File: src/rtl/teclado_pkg.sv
// Shared definitions for the keypad path: key codes used by the driver and
// the entry sequencer, and the sequencer state encoding.
package teclado_pkg;

   localparam logic [4:0] TECLA_MAX_DIGITO = 5'd9;
   localparam logic [4:0] TECLA_BORRAR     = 5'd10;
   localparam logic [4:0] TECLA_CANCELAR   = 5'd11;

   typedef enum logic [1:0] {
      ESPERA   = 2'd0,
      CAPTURA  = 2'd1,
      COMPLETO = 2'd2,
      ERROR    = 2'd3
   } estado_t;

   // Codes 0-9 are numeric; bit 4 set pushes the value above 9 as well.
   function automatic logic es_numerica(input logic [4:0] codigo);
      return (codigo <= TECLA_MAX_DIGITO);
   endfunction

endpackage

File: src/rtl/controlador_ingreso_timeout.sv
// Idle timer: loads CICLOS-1 on clear and counts down while enabled.
// expira_o pulses for the one enabled, non-cleared cycle in which the count
// sits at zero; the counter reloads on that same edge.
module contador_timeout #(
   parameter int CICLOS = 10
) (
   input  logic clk_i,
   input  logic rst_i,
   input  logic clr_i,
   input  logic en_i,
   output logic expira_o
);

   localparam int W = (CICLOS > 1) ? $clog2(CICLOS) : 1;
   localparam logic [W-1:0] CARGA = W'(CICLOS - 1);

   logic [W-1:0] cnt_q, cnt_d;

   assign expira_o = en_i & ~clr_i & (cnt_q == '0);

   // Next count: reload on clear or expiry, otherwise decrement when enabled.
   always_comb begin
      cnt_d = cnt_q;
      if (clr_i || expira_o) begin
         cnt_d = CARGA;
      end else if (en_i) begin
         cnt_d = cnt_q - W'(1);
      end
   end

   // Count register with synchronous reset to the full reload value.
   always_ff @(posedge clk_i) begin
      if (rst_i) begin
         cnt_q <= CARGA;
      end else begin
         cnt_q <= cnt_d;
      end
   end

endmodule

File: src/rtl/controlador_ingreso.sv
// Entry sequencer: collects key strobes into a BCD number, supports delete,
// cancel, enter and idle timeout, and hands the result over with valid/ack.
//
// state    | meaning
// ESPERA   | idle, no digits held, scan running
// CAPTURA  | digits being collected, idle timer running
// COMPLETO | entry frozen, valido high, scan gated until ack
// ERROR    | empty enter or timeout, error high, scan gated until ack
module controlador_ingreso
   import teclado_pkg::*;
#(
   parameter  int N_DIGITOS      = 4,
   parameter  int TIMEOUT_CICLOS = 50000000,
   localparam int CW             = $clog2(N_DIGITOS + 1)
) (
   input  logic                   clk_i,
   input  logic                   rst_i,
   input  logic                   tecla_valida_i,
   input  logic [4:0]             digito_i,
   input  logic                   enter_i,
   input  logic                   ack_i,
   output logic                   scan_en_o,
   output logic [4*N_DIGITOS-1:0] numero_o,
   output logic [CW-1:0]          cuenta_o,
   output logic                   valido_o,
   output logic                   error_o,
   output logic                   ocupado_o
);

   localparam int NW = 4 * N_DIGITOS;

   estado_t        estado_q, estado_d;
   logic [NW-1:0]  numero_q, numero_d;
   logic [CW-1:0]  cuenta_q, cuenta_d;
   logic           valido_q, error_q, ocupado_q, scan_en_q;

   logic           es_digito, es_borrar, es_cancelar, hay_lugar;
   logic           clr_timeout, en_timeout, expira;

   assign es_digito   = tecla_valida_i & es_numerica(digito_i);
   assign es_borrar   = tecla_valida_i & (digito_i == TECLA_BORRAR);
   assign es_cancelar = tecla_valida_i & (digito_i == TECLA_CANCELAR);
   assign hay_lugar   = (cuenta_q < CW'(N_DIGITOS));

   // A full-entry digit is not an accepted key, so it does not restart the timer.
   assign en_timeout  = (estado_q == CAPTURA);
   assign clr_timeout = ~en_timeout | enter_i | (es_digito & hay_lugar)
                        | es_borrar | es_cancelar;

   contador_timeout #(
      .CICLOS (TIMEOUT_CICLOS)
   ) u_timeout (
      .clk_i    (clk_i),
      .rst_i    (rst_i),
      .clr_i    (clr_timeout),
      .en_i     (en_timeout),
      .expira_o (expira)
   );

   // Next state and datapath; enter outranks a key, a key outranks timeout.
   always_comb begin
      estado_d = estado_q;
      numero_d = numero_q;
      cuenta_d = cuenta_q;
      case (estado_q)
         ESPERA: begin
            if (enter_i) begin
               estado_d = ERROR;
            end else if (es_digito) begin
               numero_d = NW'(numero_q << 4) | NW'(digito_i[3:0]);
               cuenta_d = cuenta_q + CW'(1);
               estado_d = CAPTURA;
            end
         end
         CAPTURA: begin
            if (enter_i) begin
               estado_d = COMPLETO;
            end else if (es_digito) begin
               if (hay_lugar) begin
                  numero_d = NW'(numero_q << 4) | NW'(digito_i[3:0]);
                  cuenta_d = cuenta_q + CW'(1);
               end
            end else if (es_borrar) begin
               numero_d = numero_q >> 4;
               cuenta_d = cuenta_q - CW'(1);
               if (cuenta_q == CW'(1)) begin
                  estado_d = ESPERA;
               end
            end else if (es_cancelar) begin
               numero_d = '0;
               cuenta_d = '0;
               estado_d = ESPERA;
            end else if (expira) begin
               numero_d = '0;
               cuenta_d = '0;
               estado_d = ERROR;
            end
         end
         COMPLETO: begin
            if (ack_i) begin
               numero_d = '0;
               cuenta_d = '0;
               estado_d = ESPERA;
            end
         end
         ERROR: begin
            if (ack_i) begin
               estado_d = ESPERA;
            end
         end
         default: begin
            estado_d = ESPERA;
            numero_d = '0;
            cuenta_d = '0;
         end
      endcase
   end

   // State, datapath and status flags; flags are decoded from the next state
   // so every output comes straight from a flop.
   always_ff @(posedge clk_i) begin
      if (rst_i) begin
         estado_q  <= ESPERA;
         numero_q  <= '0;
         cuenta_q  <= '0;
         valido_q  <= 1'b0;
         error_q   <= 1'b0;
         ocupado_q <= 1'b0;
         scan_en_q <= 1'b1;
      end else begin
         estado_q  <= estado_d;
         numero_q  <= numero_d;
         cuenta_q  <= cuenta_d;
         valido_q  <= (estado_d == COMPLETO);
         error_q   <= (estado_d == ERROR);
         ocupado_q <= (estado_d == CAPTURA);
         scan_en_q <= (estado_d == ESPERA) || (estado_d == CAPTURA);
      end
   end

   assign numero_o  = numero_q;
   assign cuenta_o  = cuenta_q;
   assign valido_o  = valido_q;
   assign error_o   = error_q;
   assign ocupado_o = ocupado_q;
   assign scan_en_o = scan_en_q;

endmodule

File: config.mk
export PLATFORM = sky130hd
export DESIGN_NAME = controlador_ingreso
export DESIGN_NICKNAME = d
export VERILOG_FILES = /design/src/rtl/teclado_pkg.sv /design/src/rtl/controlador_ingreso_timeout.sv /design/src/rtl/controlador_ingreso.sv
export SDC_FILE = /design/constraint.sdc
export NUM_CORES = 1
export LEC_CHECK = 0
export BUFFER_PORTS_ARGS = -buffer_cell sky130_fd_sc_hd__clkbuf_2
export CELL_PAD_IN_SITES_DETAIL_PLACEMENT = 2
export CELL_PAD_IN_SITES_GLOBAL_PLACEMENT = 2
export CORE_MARGIN = 2
export CORE_UTILIZATION = 35
export DETAILED_ROUTE_END_ITERATION = 16
export PLACE_DENSITY_LB_ADDON = 0.1
export SYNTH_ARGS = -nofsm -noshare
export SYNTH_HDL_FRONTEND = slang
export SYNTH_SLANG_ARGS = --single-unit
File: constraint.sdc
create_clock -name clk_i -period 2.97 [get_ports clk_i]
set_input_delay 0.297 -clock clk_i [delete_from_list [all_inputs] [get_ports clk_i]]
set_output_delay 0.297 -clock clk_i [all_outputs]
set_load 0.1 [all_outputs]
## Word level (Yosys, flattened, before mapping)

Cells that the tools add are included.

- Word-level logic and storage cells: 80
- Output and inout bits: 23
- Memories: 0
- Memory bits (writable): 0
- Input bits: 10
- Bits in read-only memories: 0
- Register bits: 51
- Latch bits: 0

- Mux-type cells: 30
- Shift operators: 0
- Multipliers: 0
- Reductions and logical operators: 9
- Div/mod/pow operators: 0
- $lt $le $gt $ge: 2
- Equality and inequality tests: 15
- Bitwise logic cells: 13
- Add/sub/neg operators: 3

Operators by type and width:

| operator | number |
|---|---|
| $mux 16 | 9 |
| $pmux 16 s3 | 1 |
| $mux 3 | 9 |
| $logic_not 26->1 | 1 |
| $sub 26x1->26 const B | 1 |
| $mux 2 | 9 |
| $or 16x4->16 | 1 |
| $eq 5x4->1 const B | 2 |
| $pmux 3 s3 | 1 |
| $eq 2x2->1 const B | 4 |
| $ne 2x2->1 const B | 4 |
| $reduce_and 7->1 | 1 |
| $and 1x1->1 | 6 |
| $pmux 2 s3 | 1 |
| $le 5x4->1 const B | 1 |
| $ne 5x4->1 const B | 1 |
| $eq 2x1->1 const B | 2 |
| $logic_not 2->1 | 2 |
| $or 1x1->1 | 4 |
| $reduce_or 2->1 | 2 |
| $add 3x1->3 const B | 1 |
| $eq 3x1->1 const B | 1 |
| $lt 3x3->1 const B | 1 |
| $ne 3x3->1 const B | 1 |
| 4 further kinds | 6 |

## Logic depth before layout (Yosys ltp)

- Word-level depth: 17
- Mapped depth: 9
- Gate-level depth less buffers: 7

## By module

Synthesis repeated with hierarchy kept, for this count alone.

- Cell total of the unflattened synthesis: 305
- Area, all modules: 2,738.9 um2

By module, submodules not included:

| module | area an instance (um2) | times used | sequential area each (um2) | cells an instance |
|---|---|---|---|---|
| controlador_ingreso | 1,468.9 | 1 | 500.5 | 166 |
| contador_timeout | 1,270.0 | 1 | 520.5 | 139 |

## Worst setup path after synthesis

Ideal clock, no wire load.

- Kind: flip-flop to flip-flop
- Start: register cuenta_q[0], in the netlist cuenta_o[0]
- End: register valido_q, in the netlist valido_o
- Data required time: 2,890 ps
- Period minus slack after synthesis: 2,611 ps
- Data arrival time: 2,531 ps
- Stages on the path, launching flop included: 7
- Path slack: 359 ps
- Buffers on the path: 0
- Library setup time: 80 ps
- Cell sequence: dfxtp_1 > ha_1 > nand2b_1 > a2111oi_0 > a21oi_1 > o32ai_1 > nor3b_1

- Word-level cells in the longest chain between the ends: 15
- Elaborated cells on any way between the ends: 17
- Those cells by class: order compare: 1; eq/ne: 2; mux: 7; bitwise: 7

RTL lines:

| what | RTL line | RTL |
|---|---|---|
| start: declaration | controlador_ingreso.sv:34 | `logic [CW-1:0] cuenta_q, cuenta_d;` |
| start signal: assignment | controlador_ingreso.sv:133 | `cuenta_q <= cuenta_d;` |
| $lt 3x3->1 | controlador_ingreso.sv:43 | `assign hay_lugar = (cuenta_q < CW'(N_DIGITOS));` |
| $and 1x1->1 | controlador_ingreso.sv:47 | `assign clr_timeout = ~en_timeout \| enter_i \| (es_digito & hay_lugar)` |
| $or 1x1->1 | controlador_ingreso.sv:47 |  |
| $or 1x1->1 (2 in series) | controlador_ingreso.sv:48 | `\| es_borrar \| es_cancelar;` |
| $not 1->1 | controlador_ingreso_timeout.sv:19 | `assign expira_o = en_i & ~clr_i & (cnt_q == '0);` |
| $and 1x1->1 (2 in series) | controlador_ingreso_timeout.sv:19 |  |
| $mux 2 | controlador_ingreso.sv:93 | `end else if (expira) begin` |
| $mux 2 | controlador_ingreso.sv:89 | `end else if (es_cancelar) begin` |
| $mux 2 (*) | controlador_ingreso.sv:83 | `end else if (es_borrar) begin` |
| $mux 2 (*) | controlador_ingreso.sv:78 | `end else if (es_digito) begin` |
| $mux 2 (*) | controlador_ingreso.sv:76 | `if (enter_i) begin` |
| $pmux 2 s3 (*) | controlador_ingreso.sv:65 | `case (estado_q)` |
| $eq 2x2->1 (*) | controlador_ingreso.sv:134 | `valido_q <= (estado_d == COMPLETO);` |
| end signal: assignment | controlador_ingreso.sv:134 |  |
| end: declaration | controlador_ingreso.sv:35 | `logic valido_q, error_q, ocupado_q, scan_en_q;` |

Mark *: on every way between the ends. The rest lies on a longest branch, timed or not.
A chain may end at the register's enable or synchronous reset.

## Worst setup path after layout

- Start: register u_timeout.cnt_q[0]
- End: register numero_q[1], in the netlist numero_o[1]

- Word-level cells in the longest chain between the ends: 4

RTL lines:

| what | RTL line | RTL |
|---|---|---|
| start: declaration | controlador_ingreso_timeout.sv:17 | `logic [W-1:0] cnt_q, cnt_d;` |
| start signal: assignment | controlador_ingreso_timeout.sv:36 | `cnt_q <= cnt_d;` |
| $logic_not 26->1 | controlador_ingreso_timeout.sv:19 |  |
| $and 1x1->1 | controlador_ingreso_timeout.sv:19 |  |
| $ne 5x4->1 (no line) | -- |  |
| $reduce_and 7->1 (no line) | -- |  |
| end signal: assignment | controlador_ingreso.sv:132 | `numero_q <= numero_d;` |
| end: declaration | controlador_ingreso.sv:33 | `logic [NW-1:0] numero_q, numero_d;` |

Every way passes these cells.

==> key figures <==
Run status
  – Status: finished, final reports clean

Clocking
  – Num Clock Sinks: 51
  – CTS H-tree lvls: 2
  – Postcts setup bufs: 0
  – Reg clk slew, reported paths: 0.10 ns
  – Clock Path Buffers: 2
  – Worst-Skew Late Latency: 0.31 ns
  – CTS tree: done
  – Post-CTS Hold Fix Bufs: 0
  – Post-CTS sizing: 0
  – Number of CTS-inserted buffers: 5
  – Root Buffer Master: clkbuf_8

Global route
  – Global route total overflow: 0
  – Vias in the first global route: 2550
  – Initial antenna violation count: 0
  – Global-route wire length before repair: about 13000 microns
  – Largest net degree at the start of global routing: 41
  – Total GRT Usage: 18.9%

Yosys
  – Async set or reset register ratio after synthesis: 0%
  – Synth area leaders: dfxtp_1 (36%), ha_1 (4.4%), mux2_2 (4.4%)
  – Synth Net Count: 340
  – Ys Warns: 0
  – Sequential area share after synthesis: roughly 36%
  – Share of the synthesized area in the top cell type: 36.3%
  – Top post-synthesis cells by count: dfxtp_1 (51), nor2_1 (29), nand2_1 (27)
  – Post-synth EDFFs: 0
  – Top-count cell post-synth: dfxtp_1
  – Avg Inst Size Synth: between 8 and 9 sq um
  – Mapped cell area: 0.00281 sq mm
  – Mapped Cells: 320
  – Primary FF master, synth: dfxtp_1
  – Largest area contributor in the netlist: dfxtp_1
  – Synth cell types: 51
  – Synthesized flop and latch total: a little over 50

Power
  – Pwr dens: 562 mW/mm^2
  – Max IR drop VDD: 0.000206 V
  – Leak pwr: 1.21 nW

Worst setup path
  – Worst path slowest cell: o21a_1
  – Buffer and inverter count on the worst path: 2
  – Largest stage delay, worst path: 0.41 ns
  – Critical path peak fanout: 7
  – Worst EP arrival: 2.86 ns
  – Worst Setup Start Kind: flop
  – Crit-path cells: inv_1, ha_1, nor4bb_1, buf_4, nand4_1, nor3_1, o21a_1, mux2_2
  – Reg2Reg Depth: 8
  – Critical path's top delay family: simple AND/OR/NAND/NOR gates
  – Crit path required time: between 3 and 4 ns
  – Element type at the critical path end: flop
  – Number of cells on the critical path: 8
  – Crit Path Class: flop to flop

Cells and area
  – Area Growth Syn to Fin: 15.3%
  – Fraction of layout cells with a size suffix above 1: between 20% and 30%
  – Antenna fix cells: 0
  – Final net count: 381
  – Fill cells: 920

Floorplanning
  – # rows: 32
  – Die width: 93.6 microns
  – Core area: 0.00777 sq mm
  – Die Span Y: between 90 and 100 microns
  – Die Area: 0.00877 sq mm
  – IO Pins: 33
  – Initial Util: 36.2%

Route
  – First drt pass iteration count: 4
  – Residual DRC count: 0
  – Antenna viol nets, final: 0
  – WL/cell: approximately 17 microns
  – Via count: ~2500
  – Vias/cell: 5.33
  – DRT iter0 DRCs: just under 80
  – Total Wirelength: 7790 microns

Timing
  – Fin crit share: 89.7%
  – F_max: 0.375 GHz
  – Fin crit period: 2.66 ns
  – Worst-Margin Slew: 0.774 ns
  – Max Clock Skew: 0.0139 ns
  – RSZ-0062 raised after global routing: false
  – Final setup viols: 0
  – Relative slew slack: 48.4%
  – Final Hold Viols: 0
  – Final Max Slew Viols: 0
  – PnR worst setup slack: 0.306 ns
  – TNS Setup: 0 ns

Place
  – Pre-CTS setup slack: 0.311 ns
  – Gpl congestion: 0.791
  – I/O Buffers: 32
  – HPWL after DPL: 5940 microns

Worst hold path
  – Hold-critical path depth: 4
  – HP Class: input pin to flop

Job
  – Max Cap Violations: 0
## worst paths after layout
check        slack, ns          startpoint                  end
min               0.41               rst_i  u_timeout.cnt_q[18]
min reg2reg       0.51        numero_o[13]         numero_o[13]
max               0.31  u_timeout.cnt_q[0]          numero_o[1]
max reg2reg       0.31  u_timeout.cnt_q[0]          numero_o[1]
## worst register-to-register path, cell delays in order (launching register included)
cell and delay, ns:
dfxtp_1 0.35, inv_1 0.07, ha_1 0.22, nor4bb_1 0.36, buf_4 0.23, nand4_1 0.19
nor3_1 0.34, o21a_1 0.41, mux2_2 0.38
## power by group
part / internal, mW / switching [mW] / total (mW)
Sequential: 0.717 / 0.0294 / 0.747
Clock: 0.192 / 0.242 / 0.433
Combinational: 0.192 / 0.451 / 0.643
## flip-flops by register name, indices dropped and copies added (netlist names)
register and cells:
cuenta_o 3, estado_q 2, u_timeout.cnt_q 26, ocupado_o 1
scan_en_o 1, error_o 1, valido_o 1, numero_o 16
## layout by cell type (no fill, tap or decap), types with 8 or more instances in the layout
cell / instances
ha_1: 10
o21ai_0: 10
nor3_1: 17
buf_4: 14
inv_1: 11
mux2i_1: 8
mux2_2: 11
xnor2_1: 14
a22oi_1: 10
a21oi_1: 8
xor2_1: 11
nor2b_1: 13
dfxtp_1: 51
clkbuf_2: 32
nor2_1: 29
nand2b_1: 14
nand2_1: 27
## kinds of logic (layout without fill, tap and decap cells)
logic type / count (synthesis) / count (layout) / share of synthesized area (%)
XOR/XNOR: 25 / 25 / 7.78
flip-flops: 51 / 51 / 36.3
multiplexers: 19 / 19 / 7.25
AND/OR/NAND/NOR: 141 / 141 / 27.3
adder cells (fa/ha/maj): 10 / 10 / 4.45
AO/OA/AOI/OAI: 51 / 51 / 13.1
buffers and inverters: 23 / 65 / 3.87
## cell type report
class                   instances  area, sq um  share of cell area (%)
inverters                      11         41.3                    1.27
multi-input cells             246         1690                    52.2
repair buffers                 46          265                    8.18
well taps                     102          128                    3.93
clock inverters                 1         8.76                   0.270
clock buffers                   7         86.3                    2.66
flip-flops and latches         51         1020                    31.5
## routing by layer
metal  track usage (%)  routed length [microns]  share of wire [%]  up-vias
met5                 0                        0                  0        -
met4              3.99                       73               0.94        0
met3              2.98                      211                2.7        7
met2              31.5                     3620                 46       30
met1              25.8                     3890                 50     1221
li1                  -                        -                  -     1213
## through the flow
| step | area, sq um | util (%) | instances | hold WS, ns | total power [mW] |
|---|---|---|---|---|---|
| floorplan | 2810 | - | 320 | 0.458 | 1.25 |
| global placement | 3150 | 40.5 | 456 | 0.480 | 1.40 |
| detailed placement | 3150 | 40.5 | 456 | 0.493 | 1.41 |
| CTS | 3240 | 41.8 | 464 | 0.407 | 1.84 |
| global route | 3240 | 41.8 | 464 | 0.436 | 1.92 |
| finish | 3240 | 41.8 | 464 | 0.406 | 1.82 |
Power figures use the tool's default switching activity.
